===== src/rtl/rtsnoc_pkg.sv =====
// Shared flit geometry and FSM encodings for the RTSNoC local-port arbiter.
// Flit layout (LSB first): payload, local destination field, remaining header.
package rtsnoc_pkg;

    typedef enum logic {
        TX_IDLE  = 1'b0,
        TX_ISSUE = 1'b1
    } tx_state_t;

    typedef enum logic {
        RX_IDLE = 1'b0,
        RX_GAP  = 1'b1
    } rx_state_t;

    localparam int HDR_FLAG_BITS = 6;
    localparam int DST_BITS      = 2;

    function automatic int bus_width(input int data_w, input int size_x, input int size_y);
        return data_w + 2 * size_x + 2 * size_y + HDR_FLAG_BITS;
    endfunction

    // The local destination field sits immediately above the payload.
    function automatic int dst_lsb(input int data_w);
        return data_w;
    endfunction

endpackage


===== src/rtl/rtsnoc_rr_arbiter.sv =====
// Round-robin pick: first requester after last_grant, wrapping modulo N.
// Latency: combinational, zero cycles.
// Backpressure: none; caller decides when the grant is taken.
module rtsnoc_rr_arbiter #(
    parameter int N = 4
) (
    input  logic [N-1:0] req,
    input  logic [1:0]   last_grant,
    output logic [N-1:0] grant,
    output logic [1:0]   grant_idx
);

    logic       found;
    logic [2:0] sum;
    logic [1:0] idx;

    always_comb begin
        grant     = '0;
        grant_idx = last_grant;
        found     = 1'b0;
        sum       = '0;
        idx       = '0;
        for (int k = 1; k <= N; k++) begin
            sum = {1'b0, last_grant} + 3'(k);
            if (sum >= 3'(N)) begin
                sum = sum - 3'(N);
            end
            idx = sum[1:0];
            if (!found && req[idx]) begin
                found      = 1'b1;
                grant[idx] = 1'b1;
                grant_idx  = idx;
            end
        end
    end

endmodule


===== src/rtl/rtsnoc_port_arbiter.sv =====
// Multiplexes up to 4 clients onto one NoC router local port and demuxes RX flits.
// Latency: TX req->wr 1 cycle (2 cycles/flit); RX nd->rd 0 cycles, client valid next cycle.
// Backpressure: TX holds while noc_wait_i; RX withholds noc_rd_o while the target buffer is full.
module rtsnoc_port_arbiter
    import rtsnoc_pkg::*;
#(
    parameter int NUM_CLIENTS    = 4,
    parameter int SOC_SIZE_X     = 1,
    parameter int SOC_SIZE_Y     = 1,
    parameter int NOC_DATA_WIDTH = 32,
    localparam int BUS           = bus_width(NOC_DATA_WIDTH, SOC_SIZE_X, SOC_SIZE_Y)
) (
    input  logic                       clk_i,
    input  logic                       rst_n_i,
    input  logic [NUM_CLIENTS-1:0]     cl_tx_req_i,
    input  logic [NUM_CLIENTS*BUS-1:0] cl_tx_data_i,
    output logic [NUM_CLIENTS-1:0]     cl_tx_ack_o,
    output logic [NUM_CLIENTS-1:0]     cl_rx_valid_o,
    output logic [NUM_CLIENTS*BUS-1:0] cl_rx_data_o,
    input  logic [NUM_CLIENTS-1:0]     cl_rx_ready_i,
    output logic [BUS-1:0]             noc_din_o,
    output logic                       noc_wr_o,
    input  logic                       noc_wait_i,
    input  logic [BUS-1:0]             noc_dout_i,
    input  logic                       noc_nd_i,
    output logic                       noc_rd_o,
    output logic [7:0]                 drop_cnt_o
);

    localparam int DST_LSB = dst_lsb(NOC_DATA_WIDTH);

    // Reset assertion is immediate; release must pass two flops before the FSMs may move.
    logic [1:0] rst_sync_q;
    logic       run;

    always_ff @(posedge clk_i or negedge rst_n_i) begin
        if (!rst_n_i) begin
            rst_sync_q <= '0;
        end else begin
            rst_sync_q <= {rst_sync_q[0], 1'b1};
        end
    end

    assign run = rst_sync_q[1];

    // ---------------- TX ----------------
    tx_state_t              tx_state_q, tx_state_d;
    logic [1:0]             last_grant_q;
    logic [NUM_CLIENTS-1:0] arb_grant;
    logic [1:0]             arb_idx;
    logic                   tx_load;
    logic [BUS-1:0]         sel_dat;

    rtsnoc_rr_arbiter #(
        .N (NUM_CLIENTS)
    ) u_rr (
        .req        (cl_tx_req_i),
        .last_grant (last_grant_q),
        .grant      (arb_grant),
        .grant_idx  (arb_idx)
    );

    always_comb begin
        sel_dat = '0;
        for (int i = 0; i < NUM_CLIENTS; i++) begin
            if (arb_grant[i]) begin
                sel_dat = sel_dat | cl_tx_data_i[i*BUS +: BUS];
            end
        end
    end

    always_comb begin
        tx_state_d  = tx_state_q;
        tx_load     = 1'b0;
        noc_wr_o    = 1'b0;
        cl_tx_ack_o = '0;
        case (tx_state_q)
            TX_IDLE: begin
                if (run && |cl_tx_req_i) begin
                    tx_load    = 1'b1;
                    tx_state_d = TX_ISSUE;
                end
            end
            TX_ISSUE: begin
                if (!noc_wait_i) begin
                    noc_wr_o                  = 1'b1;
                    cl_tx_ack_o[last_grant_q] = 1'b1;
                    tx_state_d                = TX_IDLE;
                end
            end
            default: tx_state_d = TX_IDLE;
        endcase
    end

    // last_grant doubles as the in-flight owner while in TX_ISSUE.
    always_ff @(posedge clk_i or negedge rst_n_i) begin
        if (!rst_n_i) begin
            tx_state_q   <= TX_IDLE;
            last_grant_q <= 2'(NUM_CLIENTS - 1);
            noc_din_o    <= '0;
        end else begin
            tx_state_q <= tx_state_d;
            if (tx_load) begin
                last_grant_q <= arb_idx;
                noc_din_o    <= sel_dat;
            end
        end
    end

    // ---------------- RX ----------------
    rx_state_t              rx_state_q, rx_state_d;
    logic [1:0]             dst;
    logic                   dst_bad;
    logic                   dst_free;
    logic                   capture;
    logic [NUM_CLIENTS-1:0] consume;

    assign dst     = noc_dout_i[DST_LSB +: DST_BITS];
    assign dst_bad = ({1'b0, dst} >= 3'(NUM_CLIENTS));
    assign consume = cl_rx_valid_o & cl_rx_ready_i;

    always_comb begin
        dst_free = 1'b0;
        for (int i = 0; i < NUM_CLIENTS; i++) begin
            if (dst == 2'(i)) begin
                dst_free = !cl_rx_valid_o[i] || consume[i];
            end
        end
    end

    always_comb begin
        rx_state_d = rx_state_q;
        noc_rd_o   = 1'b0;
        case (rx_state_q)
            RX_IDLE: begin
                if (run && noc_nd_i && (dst_bad || dst_free)) begin
                    noc_rd_o   = 1'b1;
                    rx_state_d = RX_GAP;
                end
            end
            RX_GAP:  rx_state_d = RX_IDLE;
            default: rx_state_d = RX_IDLE;
        endcase
    end

    assign capture = noc_rd_o && !dst_bad;

    always_ff @(posedge clk_i or negedge rst_n_i) begin
        if (!rst_n_i) begin
            rx_state_q    <= RX_IDLE;
            cl_rx_valid_o <= '0;
            cl_rx_data_o  <= '0;
            drop_cnt_o    <= '0;
        end else begin
            rx_state_q <= rx_state_d;
            for (int i = 0; i < NUM_CLIENTS; i++) begin
                // A refill in the same cycle as a consume keeps valid high.
                if (capture && dst == 2'(i)) begin
                    cl_rx_valid_o[i]            <= 1'b1;
                    cl_rx_data_o[i*BUS +: BUS] <= noc_dout_i;
                end else if (consume[i]) begin
                    cl_rx_valid_o[i] <= 1'b0;
                end
            end
            if (noc_rd_o && dst_bad && drop_cnt_o != 8'hFF) begin
                drop_cnt_o <= drop_cnt_o + 8'd1;
            end
        end
    end

endmodule

===== config.mk =====
export PLATFORM = sky130hd
export DESIGN_NAME = rtsnoc_port_arbiter
export DESIGN_NICKNAME = d
export VERILOG_FILES = /design/src/rtl/rtsnoc_pkg.sv /design/src/rtl/rtsnoc_rr_arbiter.sv /design/src/rtl/rtsnoc_port_arbiter.sv
export SDC_FILE = /design/constraint.sdc
export NUM_CORES = 1
export LEC_CHECK = 0
export BUFFER_PORTS_ARGS = -buffer_cell sky130_fd_sc_hd__buf_2
export CORE_AREA = 8 8 170 172
export CTS_CLUSTER_SIZE = 30
export DETAILED_ROUTE_END_ITERATION = 10
export DIE_AREA = 0 0 178 180
export PLACE_DENSITY = 0.72
export SETUP_SLACK_MARGIN = 0.1
export SYNTH_ARGS = -nofsm -noshare
export SYNTH_HDL_FRONTEND = slang
export SYNTH_SLANG_ARGS = --single-unit

===== constraint.sdc =====
create_clock -name clk_i -period 4.4 [get_ports clk_i]
set_clock_uncertainty 0.1 [all_clocks]
set_input_delay 0.66 -clock clk_i [delete_from_list [all_inputs] [get_ports clk_i]]
set_output_delay 0.66 -clock clk_i [all_outputs]
set_load 0.01 [all_outputs]

==> flow_results.org <==
** Run status
- Outcome :: completed

** STA
- Shortest clock period the worst path allows after layout :: 3.85 ns
- Highest achievable clock rate :: 260 MHz
- Final Slew Violations :: 0
- Setup repair after global routing left no endpoint under its margin.
- The worst pin sits at a relative slew slack of 0.179.
- Transition time of the tightest slew-check pin :: 1.23 ns
- Setup TNS :: 0 ns
- Hold Vio Cnt, Final :: 0
- Setup violation total in the final timing report :: 0
- Dividing the final minimum period by the clock period gives 0.875.

** CTS
- TritonCTS built the clock tree.
- CTS-repair resized insts :: 0
- After clock tree synthesis, the setup repair step added 0 buffers.
- Hold_buf cts :: 0
- TritonCTS created 23 clock buffers.
- Clock-pin slew was measured on the worst setup and hold paths at approximately 0.06 ns.
- Count of H-tree levels built during CTS :: 1
- The clock passes through at most 3 buffers.
- Sink count of the clock tree :: 220
- Master cell of the clock root buffer :: sky130_fd_sc_hd__clkbuf_16
- Skew-Pair Late Insertion Delay :: roughly 0.50 ns

** Worst setup path
- By instance count, the cell type seen most on the critical path is sky130_fd_sc_hd__mux2_4.
- Crit start category :: register
- The worst setup path is of the reg2reg kind.
- Critical path's slowest cell :: sky130_fd_sc_hd__dfstp_2
- The critical path goes through inv_1 -> ha_1 -> mux2i_1 -> mux2_4 -> mux2_4 -> a221o_2 -> a22oi_1 -> a31oi_1.
- The cell family contributing the most delay on the critical path is compound AO/OA/AOI/OAI gates.
- The largest single stage delay on the critical path is 0.77 ns.
- Element type at the critical path end :: register
- Setup slack, reg-to-reg :: 0.55 ns
- Cell count of the worst reg-to-reg path :: 8
- Of all nets on the critical path, the largest fanout is 42.
- Counting both buffers and inverters, the worst setup path holds a total of 1.
- In this run the critical register-to-register path is captured at noc_din_o[21].
- Required time at the worst-slack endpoint :: 4.64 ns
- For the worst setup path, the data arrival time is 4.08 ns.
- Number of cells on the critical path :: 8
- The worst register-to-register path begins at last_grant_q[0].

** Power
- Summed over all cells, the static leakage comes to just over 6 nW.
- Total power divided by cell area :: 656 nW/um^2
- Largest voltage drop on the vdd net :: ~0.00046 V

** Synth
- Synth async-reset ratio :: 1.00
- Syn. warnings :: 0
- Cell count after synthesis :: between 700 and 800
- The share of synthesized area in the top cell type comes to 0.565.
- After synthesis, the mean cell area works out to 13.5 sq um.
- Netlist Area Pre-Place :: 9660 sq um
- In this run, synthesis produced a sequential element count of 220.
- Post-Synth Simple-Gate Area :: 0.0474
- Adder and majority gate portion of the synthesized area :: 0.0104
- Sequential area share after synthesis :: 0.570
- After synthesis, the netlist uses 48 different library cells.
- Largest family of logic cells by synthesized area :: multiplexers
- The compound-gate portion of the synthesized area is 0.124.
- Top FF cell, synth :: sky130_fd_sc_hd__dfrtp_1
- Cell type with the highest aggregate area in the netlist :: sky130_fd_sc_hd__dfrtp_1
- Number of enable flip-flop cells after synthesis :: 0
- Synth area leaders :: sky130_fd_sc_hd__dfrtp_1 56%, sky130_fd_sc_hd__mux2_2 18%, sky130_fd_sc_hd__a22oi_1 5.8%
- Of the total synthesized cell area, the portion taken by XOR and XNOR cells is 0.000907.
- Measured against the total synthesized area, the mux share comes to 0.203.

** Route
- The first routing iteration left 518 violations.
- DRC viols :: 0
- In this run the remaining antenna-violating nets after routing total 0.
- The routed layout has 7,570 vias.
- Before antenna repair, the detailed router went through 5 iterations.
- WL final :: 31.5 mm
- In the final routed layout, each cell accounts on average for 21.2 um.
- In the routed layout, each cell is associated on average with a via count of a little over 5.

** Global route
- Entering global routing, the biggest net connects about 140 pins.
- Met1 Use GR :: 0.225
- The number of antenna violations at the first check in global routing came to 5.
- The total overflow left after global routing is 0.
- Busiest grt layer :: met2
- Vias in the first global route :: 7,971
- In the global route stage, met2 resource usage came out at 0.325.
- Met3 track utilization from global routing :: 0.0465
- Global router's overall resource usage :: 0.186
- The first global-routing pass estimated 47.3 mm of wire.

** Cells and area
- The library cell used most frequently in the layout, excluding fill and tap cells, is sky130_fd_sc_hd__buf_2.
- For this run, the post-layout net count is 1,365.
- Final Cell Area :: 12,800 sq um
- Multi-input combinational cell area :: 3800 sq um
- The library cells used most frequently in the layout, excluding fill and tap cells, are 440 x sky130_fd_sc_hd__buf_2, 218 x sky130_fd_sc_hd__dfrtp_1, 157 x sky130_fd_sc_hd__mux2_2, 74 x sky130_fd_sc_hd__a22oi_1, 46 x sky130_fd_sc_hd__nor2_1.
- Layout area overhead :: 32.5%
- The layout has 2,362 filler cells.
- In the final layout, the share of cells above drive strength 1 is 0.580.
- Across the whole layout, storage elements account for 5510 sq um.

** Run
- The tool flagged a number of max-cap violations equal to 0.

** Floorplanning
- Overall die height :: 180 um
- Total core area :: between 20,000 and 30,000 sq um
- Starting utilization of the core area :: 0.367
- Die Wd :: 178 um
- In this run the core area contains 60 standard-cell rows.
- Boundary Pins :: 450
- Die footprint :: roughly 32,000 sq um

** Placed design
- DP Area :: 12,100 sq um
- HPWL Detailed :: 24.3 mm
- At the end of routability-driven placement, the weighted congestion stood at 0.832.
- Buffers placed on the I/O ports in this run total between 400 and 500.

** Hold path
- HP Class :: in2async
synth_stat cells, types with 2 or more instances:
library cell	instances
sky130_fd_sc_hd__a22oi_1	74
sky130_fd_sc_hd__nand3b_1	4
sky130_fd_sc_hd__mux2_2	157
sky130_fd_sc_hd__clkbuf_1	10
sky130_fd_sc_hd__and2_1	7
sky130_fd_sc_hd__mux2_1	5
sky130_fd_sc_hd__o2bb2ai_2	2
sky130_fd_sc_hd__nor2_1	46
sky130_fd_sc_hd__nand2_1	12
sky130_fd_sc_hd__nand2b_1	10
sky130_fd_sc_hd__dfstp_2	2
sky130_fd_sc_hd__buf_6	10
sky130_fd_sc_hd__o22ai_1	4
sky130_fd_sc_hd__a221oi_2	2
sky130_fd_sc_hd__buf_4	22
sky130_fd_sc_hd__mux4_2	2
sky130_fd_sc_hd__mux2_4	2
sky130_fd_sc_hd__dfrtp_1	218
sky130_fd_sc_hd__o21ai_0	6
sky130_fd_sc_hd__conb_1	2
sky130_fd_sc_hd__mux2i_1	6
sky130_fd_sc_hd__buf_2	17
sky130_fd_sc_hd__a31oi_1	42
sky130_fd_sc_hd__nor2b_1	7
sky130_fd_sc_hd__a22oi_2	10
sky130_fd_sc_hd__ha_1	8
sky130_fd_sc_hd__inv_1	5
worst max path at each step:
stage	start	to
6_report	last_grant_q[0]	noc_din_o[21]
5_1_grt	last_grant_q[0]	noc_din_o[38]
4_1_cts	last_grant_q[0]	noc_din_o[27]
3_5_place_dp	last_grant_q[0]	noc_din_o[27]
3_3_place_gp	last_grant_q[0]	noc_din_o[23]
2_1_floorplan	last_grant_q[1]	noc_din_o[1]
cells by family (layout without fill, tap and decap cells):
| group | count (synthesis) | count (layout) |
|---|---|---|
| AOI/OAI and AO/OA | 152 | 152 |
| other | 2 | 12 |
| xor gates and xnor gates | 1 | 1 |
| buffers and inverters | 64 | 491 |
| and+or+nand+nor | 94 | 94 |
| adders and majority gates | 8 | 8 |
| muxes | 172 | 172 |
| DFF | 220 | 220 |
stage by stage:
| stage | cells | total power, mW | setup slack (ns) | util | hold slack, ns |
|---|---|---|---|---|---|
| 2_1_floorplan | 720 | 5.47 | 1.28 | - | 0.231 |
| 3_3_place_gp | 1451 | 6.50 | 0.756 | 0.458 | 0.233 |
| 3_5_place_dp | 1451 | 6.60 | 0.598 | 0.458 | 0.240 |
| 4_1_cts | 1488 | 8.49 | 0.579 | 0.485 | 0.214 |
| 5_1_grt | 1491 | 8.92 | 0.313 | 0.486 | 0.252 |
| 6_report | 1491 | 8.40 | 0.551 | 0.486 | 0.149 |
metal layers:
layer,vias up,part of all wire
li1,3464,-
met5,-,0.00082
met4,4,0.016
met2,381,0.50
met1,3682,0.39
met3,39,0.090
power breakdown:
group	internal [mW]	total, mW	switching (mW)
Clock	1.11	1.86	0.755
Combinational	1.50	3.56	2.06
Sequential	2.62	2.97	0.353
cell type report:
type | count | area share
repair buffers | 449 | 0.182
diodes | 3 | 0.000587
clock inverters | 5 | 0.00606
inverters | 5 | 0.00147
clock buffers | 32 | 0.0492
multi-input cells | 436 | 0.297
flip-flops and latches | 220 | 0.430
well taps | 341 | 0.0333
worst register-to-register path: cells and delay by family, from the launching register on:
family	cells	cell delay (ns)
adders and majority gates	1	0.47
buffers and inverters	1	0.26
AOI/OAI and AO/OA	3	1.16
DFF	1	0.77
muxes	3	0.93
registers in the layout, indices dropped and copies added (netlist names):
name / flops
rst_sync_q: 2
rx_state_q: 1
noc_din_o: 42
last_grant_q: 2
cl_rx_data_o: 168
cl_rx_valid_o: 4
tx_state_q: 1
Power figures use the tool's default switching activity.
